<file path="config.mk">
export PLATFORM = sky130hd
export DESIGN_NAME = msx_slot_ext
export DESIGN_NICKNAME = d
export VERILOG_FILES = /design/src/rtl/msx_slot_ext.sv
export SDC_FILE = /design/constraint.sdc
export NUM_CORES = 1
export LEC_CHECK = 0
export ABC_AREA = 1
export CAP_MARGIN = 40
export CELL_PAD_IN_SITES_DETAIL_PLACEMENT = 0
export CELL_PAD_IN_SITES_GLOBAL_PLACEMENT = 1
export CORE_MARGIN = 1.5
export CORE_UTILIZATION = 35
export CTS_CLUSTER_SIZE = 8
export DETAILED_ROUTE_END_ITERATION = 16
export GPL_ROUTABILITY_DRIVEN = 0
export PLACE_DENSITY = 0.72
export RECOVER_POWER = 100
export SLEW_MARGIN = 0
export SYNTH_ARGS = -nofsm -noshare
export SYNTH_HDL_FRONTEND = slang
export SYNTH_SLANG_ARGS = --single-unit
export TNS_END_PERCENT = 20
</file>
<file path="constraint.sdc">
create_clock -name clk42m -period 5.5 [get_ports clk42m]
set_input_delay 0.55 -clock clk42m [delete_from_list [all_inputs] [get_ports clk42m]]
set_output_delay 0.55 -clock clk42m [all_outputs]
set_load 0.01 [all_outputs]
</file>
<file path="src/rtl/msx_slot_ext.sv">
// MSX cartridge slot to internal request bus bridge. Synchronises the slot
// strobes, decodes memory/I/O hits and runs one bus request per slot cycle.
module msx_slot_ext #(
    parameter int         SYNC_STAGES = 2,
    parameter logic [7:0] IO_BASE     = 8'h98,
    parameter logic [7:0] IO_MASK     = 8'hFC,
    parameter bit         MEM_EN      = 1'b1,
    parameter bit         WAIT_EN     = 1'b1,
    parameter int         TIMEOUT     = 64
) (
    input  logic        clk42m,
    input  logic        reset,
    input  logic        p_slot_sltsl_n,
    input  logic        p_slot_mreq_n,
    input  logic        p_slot_ioreq_n,
    input  logic        p_slot_wr_n,
    input  logic        p_slot_rd_n,
    input  logic [15:0] p_slot_address,
    input  logic [7:0]  p_slot_data_in,
    output logic [7:0]  p_slot_data_out,
    output logic        p_slot_data_dir,
    output logic        p_slot_wait,
    output logic        p_slot_int,
    input  logic        int_n,
    output logic        bus_memreq,
    output logic        bus_ioreq,
    output logic [15:0] bus_address,
    output logic        bus_write,
    output logic        bus_valid,
    input  logic        bus_ready,
    output logic [7:0]  bus_wdata,
    input  logic [7:0]  bus_rdata,
    input  logic        bus_rdata_en,
    output logic        bus_timeout,
    output logic [2:0]  dbg_state
);

    typedef enum logic [2:0] {
        ST_IDLE    = 3'd0,
        ST_REQ     = 3'd1,
        ST_WAIT_RD = 3'd2,
        ST_HOLD    = 3'd3,
        ST_DONE    = 3'd4
    } state_t;

    localparam int         SW       = 29;
    localparam logic [SW-1:0] SYNC_RST = {5'b11111, 24'h000000};
    localparam logic [7:0] TO_LAST  = 8'(TIMEOUT - 1);

    logic [SW-1:0]          sync_q [SYNC_STAGES];
    logic [SYNC_STAGES-1:0] fill_q;

    logic        sltsl_s, mreq_s, ioreq_s, wr_s, rd_s;
    logic [15:0] addr_s;
    logic [7:0]  din_s;

    always_ff @(posedge clk42m or posedge reset) begin
        if (reset) begin
            for (int i = 0; i < SYNC_STAGES; i++) sync_q[i] <= SYNC_RST;
            fill_q <= '0;
        end else begin
            sync_q[0] <= {p_slot_sltsl_n, p_slot_mreq_n, p_slot_ioreq_n,
                          p_slot_wr_n, p_slot_rd_n, p_slot_address, p_slot_data_in};
            for (int i = 1; i < SYNC_STAGES; i++) sync_q[i] <= sync_q[i-1];
            fill_q <= {fill_q[SYNC_STAGES-2:0], 1'b1};
        end
    end

    assign {sltsl_s, mreq_s, ioreq_s, wr_s, rd_s, addr_s, din_s} = sync_q[SYNC_STAGES-1];

    logic mem_hit, io_hit, hit, strobes_idle;

    always_comb begin
        strobes_idle = rd_s && wr_s;
        mem_hit      = MEM_EN && !sltsl_s && !mreq_s && !strobes_idle;
        io_hit       = !ioreq_s && !strobes_idle &&
                       ((addr_s[7:0] & IO_MASK) == (IO_BASE & IO_MASK));
        hit          = mem_hit || io_hit;
    end

    state_t      state_q;
    logic        armed_q, abort_q;
    logic [7:0]  cnt_q;
    logic        bus_valid_q, bus_memreq_q, bus_ioreq_q, bus_write_q, bus_timeout_q;
    logic [15:0] bus_address_q;
    logic [7:0]  bus_wdata_q, data_out_q;
    logic        data_dir_q, wait_q, int_q;

    // armed_q blocks a strobe that was already low at reset release (or is
    // still low from the previous request) from starting a new request.
    always_ff @(posedge clk42m or posedge reset) begin
        if (reset) begin
            state_q       <= ST_IDLE;
            armed_q       <= 1'b0;
            abort_q       <= 1'b0;
            cnt_q         <= '0;
            bus_valid_q   <= 1'b0;
            bus_memreq_q  <= 1'b0;
            bus_ioreq_q   <= 1'b0;
            bus_write_q   <= 1'b0;
            bus_address_q <= '0;
            bus_wdata_q   <= '0;
            bus_timeout_q <= 1'b0;
            data_out_q    <= '0;
            data_dir_q    <= 1'b0;
            wait_q        <= 1'b0;
            int_q         <= 1'b0;
        end else begin
            int_q         <= !int_n;
            bus_timeout_q <= 1'b0;
            if (fill_q[SYNC_STAGES-1] && strobes_idle) armed_q <= 1'b1;

            case (state_q)
                ST_IDLE: begin
                    if (hit && armed_q) begin
                        state_q       <= ST_REQ;
                        armed_q       <= 1'b0;
                        abort_q       <= 1'b0;
                        bus_valid_q   <= 1'b1;
                        bus_address_q <= addr_s;
                        bus_write_q   <= !wr_s;
                        bus_wdata_q   <= din_s;
                        bus_memreq_q  <= mem_hit;
                        bus_ioreq_q   <= !mem_hit;
                        wait_q        <= WAIT_EN && wr_s;
                    end
                end
                ST_REQ: begin
                    if (strobes_idle) abort_q <= 1'b1;
                    if (bus_ready) begin
                        bus_valid_q <= 1'b0;
                        if (abort_q || strobes_idle) begin
                            state_q <= ST_IDLE;
                            wait_q  <= 1'b0;
                        end else if (bus_write_q) begin
                            state_q <= ST_DONE;
                        end else if (bus_rdata_en) begin
                            data_out_q <= bus_rdata;
                            data_dir_q <= 1'b1;
                            wait_q     <= 1'b0;
                            state_q    <= ST_HOLD;
                        end else begin
                            cnt_q   <= '0;
                            state_q <= ST_WAIT_RD;
                        end
                    end
                end
                ST_WAIT_RD: begin
                    if (bus_rdata_en) begin
                        data_out_q <= bus_rdata;
                        data_dir_q <= 1'b1;
                        wait_q     <= 1'b0;
                        state_q    <= ST_HOLD;
                    end else if (cnt_q == TO_LAST) begin
                        data_out_q    <= 8'hFF;
                        data_dir_q    <= 1'b1;
                        wait_q        <= 1'b0;
                        bus_timeout_q <= 1'b1;
                        state_q       <= ST_HOLD;
                    end else begin
                        cnt_q <= cnt_q + 8'd1;
                    end
                end
                ST_HOLD, ST_DONE: begin
                    if (strobes_idle) begin
                        state_q    <= ST_IDLE;
                        data_dir_q <= 1'b0;
                    end
                end
                default: state_q <= ST_IDLE;
            endcase
        end
    end

    assign p_slot_data_out = data_out_q;
    assign p_slot_data_dir = data_dir_q;
    assign p_slot_wait     = wait_q;
    assign p_slot_int      = int_q;
    assign bus_memreq      = bus_memreq_q;
    assign bus_ioreq       = bus_ioreq_q;
    assign bus_address     = bus_address_q;
    assign bus_write       = bus_write_q;
    assign bus_valid       = bus_valid_q;
    assign bus_wdata       = bus_wdata_q;
    assign bus_timeout     = bus_timeout_q;
    assign dbg_state       = state_q;

endmodule

</file>
==> run_results.csv <==
group,metric,value,unit
worst_setup_path,slowest_delay,1.00,ns
worst_setup_path,r2r-start,"sync_q[25]$_DFF_PP1_",
placed_design,dp.cells,585,
clocking,cts_tree,"done",
sta,layout_min_cycle_time,3.04,ns
placed_design,pre_cts_ws,3.11,ns
clocking,cts_setup_buffers,0,
sta,hold_viol,0,
worst_setup_path,setup.worst_path.start_class,"register",
clocking,clock_latency,0.40,ns
detailed_routing,wl_per_cell,12.3,µm
sta,rsz0062_at_grt,"false",
synthesis,yosys_register_bits,113,
pwr,p_comb_frac,0.242,
clocking,cts_resized,0,
floorplanning,start_util,0.363,
final_layout,instances_no_fill,617,
final_layout,seqCellArea,2840,µm²
placed_design,numPortBuffers,84,
worst_setup_path,cp_common_cell,"nand2_1",
final_layout,multi_input_area,945,µm²
clocking,cts_sinks,113,
clocking,cts_hold_buf,0,
sta,tightest_slew,2.68,ns
worst_setup_path,critPathRequiredTime,5.74,ns
detailed_routing,drtPass1Iterations,4,
synthesis,syn_avg_cell_area,10.8,µm²
synthesis,yosys.area.top_type_share,0.650,
synthesis,synth_area,3970,µm²
floorplanning,core_area,10900,µm²
detailed_routing,drc_errors,0,
sta,fin_skew,0.00960,ns
synthesis,synth_largest_area_cell,"dfrtp_1",
sta,worst_slew_margin_rel,-0.799,
worst_setup_path,cp-startpoint,"sync_q[25]$_DFF_PP1_",
worst_setup_path,endpoint_kind,"register",
pwr,power_density,551,nW/µm²
detailed_routing,num_vias,2686,
worst_setup_path,critical_path.top_delay_family,"simple AND/OR/NAND/NOR gates",
clocking,cts_buffers,17,
global_routing,use_met3,0.0451,
detailed_routing,ant_nets,0,
pwr,p_switching,0.924,mW
global_routing,use_met1,0.179,
synthesis,synth_area_leaders,"dfrtp_1 (65%), nand2_1 (13%), dfstp_2 (6.6%), inv_1 (2.5%), o21ai_0 (2.3%)",
final_layout,layout-area-overhead-vs-synth,40.4,%
clocking,clock_path_buffers,2,
final_layout,drive_gt1_frac,0.111,
clocking,htreeDepth,4,
global_routing,grt_usage,0.142,
placed_design,hpwl,5090,µm
floorplanning,die_height,109,µm
pwr,ir_drop,223,µV
floorplanning,boundaryPins,85,
worst_setup_path,crit_end,"abort_q$_DFFE_PP0P_",
synthesis,ys_seq_area_frac,0.716,
pwr,power_frac_seq,0.378,
pwr,power_frac_clock,0.380,
synthesis,synth.distinct_cells,26,
detailed_routing,drt-initial-drc-count,130,
floorplanning,dieWidth,109,µm
worst_setup_path,rrSetupSlack,2.46,ns
global_routing,grt-busiest-layer,"met2",
min_path,hp-class,"reg -> reg",
sta,fin_crit_sh,0.552,
worst_setup_path,slowest_stage,"inv_1",
sta,setup_viol,0,
worst_setup_path,reg2reg_to,"abort_q$_DFFE_PP0P_",
run_status,outcome,"finished with violations",
worst_setup_path,crit_fanout,35,
worst_setup_path,path_class,"reg -> reg",
global_routing,grt_pass1_vias,2672,
pwr,p_int,2.15,mW
final_layout,fillers,983,
floorplanning,die-area,12000,µm²
clocking,cts-root-buf,"clkbuf_16",
global_routing,grt-ovfl-total,0,
worst_setup_path,r2r_cells,8,
synthesis,synth_warnings,0,
pwr,p_leak,2.73,nW
sta,finalSetupTns,0,ns
worst_setup_path,worstPathCellList,"nand2_1 -> nand3_1 -> inv_1 -> nand2_1 -> nand2_1 -> nand3_1 -> inv_1 -> o21ai_0",
worst_setup_path,critPathBufInv,2,
global_routing,grt_first_pass_wirelength,12700,µm
worst_setup_path,path_depth,8,
final_layout,n_antenna_cell,0,
sta,clock.fmax,329,MHz
sta,finalWorstSetupSlack,2.46,ns
sta,finalMaxSlewViolations,66,
worst_setup_path,worstPathArrival,3.28,ns
global_routing,grt_util_met2,0.223,
clocking,cts.reportedPaths.clkPinSlew,0.06,ns
flow_run,cap_viol_max_count,1,
final_layout,nets,507,
floorplanning,row_count,38,
pwr,swShare,0.301,
detailed_routing,routed_via_density,4.35,
global_routing,grt_max_degree,66,
global_routing,antenna_found_initial,0,
synthesis,syn_inst,366,
synthesis,mappedNetlistNets,409,
detailed_routing,routed_wirelength,7590,µm
run_status,violations,"capacitance limit, slew limit",
-- worst min-delay path by stage --
stage / from / end / slack [ns] / depth (start not counted)
after floorplan: sync_q[37]$_DFF_PP0_ / addr_s[0]$_DFF_PP0_ / 0.33 / 0
final: sync_q[45]$_DFF_PP0_ / addr_s[8]$_DFF_PP0_ / 0.35 / 0
after CTS: sync_q[45]$_DFF_PP0_ / addr_s[8]$_DFF_PP0_ / 0.35 / 0
after detailed placement: sync_q[37]$_DFF_PP0_ / addr_s[0]$_DFF_PP0_ / 0.34 / 0
after global placement: sync_q[35]$_DFF_PP0_ / din_s[6]$_DFF_PP0_ / 0.33 / 0
after global routing: sync_q[51]$_DFF_PP0_ / addr_s[14]$_DFF_PP0_ / 0.35 / 0
-- synth_stat cells --
cell,number
ha_1,1
inv_1,26
and3_1,1
nor3_2,1
o21ai_0,18
nand2_1,135
clkinv_2,1
nand2_2,2
nor2_4,2
nor2_1,11
nand3_1,17
nand3_2,3
inv_2,4
xor2_1,2
o21ai_1,10
nor2_2,2
conb_1,1
dfrtp_1,103
buf_2,3
nand3_4,1
a21oi_1,2
or2_2,3
dfstp_2,10
buf_4,3
nand3b_1,2
nor3_1,2
-- worst reg2reg max path, delay by kind of cell, from the launching register on --
family | cells | cell delay, ns
AND/OR/NAND/NOR | 5 | 1.29
buffers and inverters | 2 | 1.06
flip-flops | 1 | 0.38
AO/OA/AOI/OAI | 1 | 0.16
-- metrics by stage --
stage | total power, mW | hold slack (ns) | area (µm²) | util
final | 3.07 | 0.346 | 5570 | 0.509
after global routing | 3.27 | 0.351 | 5570 | 0.509
after CTS | 3.19 | 0.347 | 5600 | 0.512
after detailed placement | 2.01 | 0.336 | 4960 | 0.453
after global placement | 1.99 | 0.332 | 4960 | 0.453
after floorplan | 1.59 | 0.331 | 3970 | -
-- area by class of cell --
class	count	area share
multi-input combinational	216	0.170
tap	140	0.0315
clock inverter	14	0.0364
clock buffer	18	0.0789
timing repair buffer	85	0.152
inverter	31	0.0213
sequential	113	0.510
-- sequential cells by signal (all words and copies together) (netlist names), 2 cells and up --
signal and cells:
sync_q 30, addr_s 16, bus_address 16, bus_wdata 8, cnt_q 8, din_s 8, p_slot_data_out 8, dbg_state 3
fill_q 2
-- logic make-up after synthesis --
| family | share of synthesized area |
|---|---|
| buffers and inverters | 0.0391 |
| XOR/XNOR | 0.00442 |
| flip-flops | 0.716 |
| AO/OA/AOI/OAI | 0.0378 |
| AND/OR/NAND/NOR | 0.199 |
| other | 0.000945 |
| adder cells (fa/ha/maj) | 0.00315 |
-- placed cells by master, fill, tap and decap left out, types with 3 or more instances in the layout --
master,netlist,layout
bufinv_16,0,4
clkbuf_16,0,17
clkdlybuf4s50_1,0,10
clkinvlp_4,0,4
dfrtp_1,103,103
dfstp_2,10,9
dlygate4sd3_1,0,74
inv_1,26,28
inv_6,0,4
nand2_1,135,136
nand3_1,17,20
nor2_1,11,13
o21ai_0,18,26
or2_2,3,3
-- layer usage --
| metal | share of wire | wire length [µm] | up-vias |
|---|---|---|---|
| met5 | 0 | 0 | - |
| met4 | 0.013 | 102 | 0 |
| met3 | 0.047 | 360 | 8 |
| met2 | 0.50 | 3770 | 62 |
| met1 | 0.44 | 3360 | 1280 |
| li1 | - | - | 1336 |
-- power by group through the flow --
stage | Combinational [mW] | Clock [mW] | Sequential (mW)
after floorplan | 0.374 | 0 | 1.21
after global placement | 0.810 | 0 | 1.18
after detailed placement | 0.825 | 0 | 1.18
after CTS | 0.830 | 1.19 | 1.17
after global routing | 0.847 | 1.23 | 1.19
final | 0.742 | 1.17 | 1.16
No activity file was read; power rests on OpenSTA's default activity.
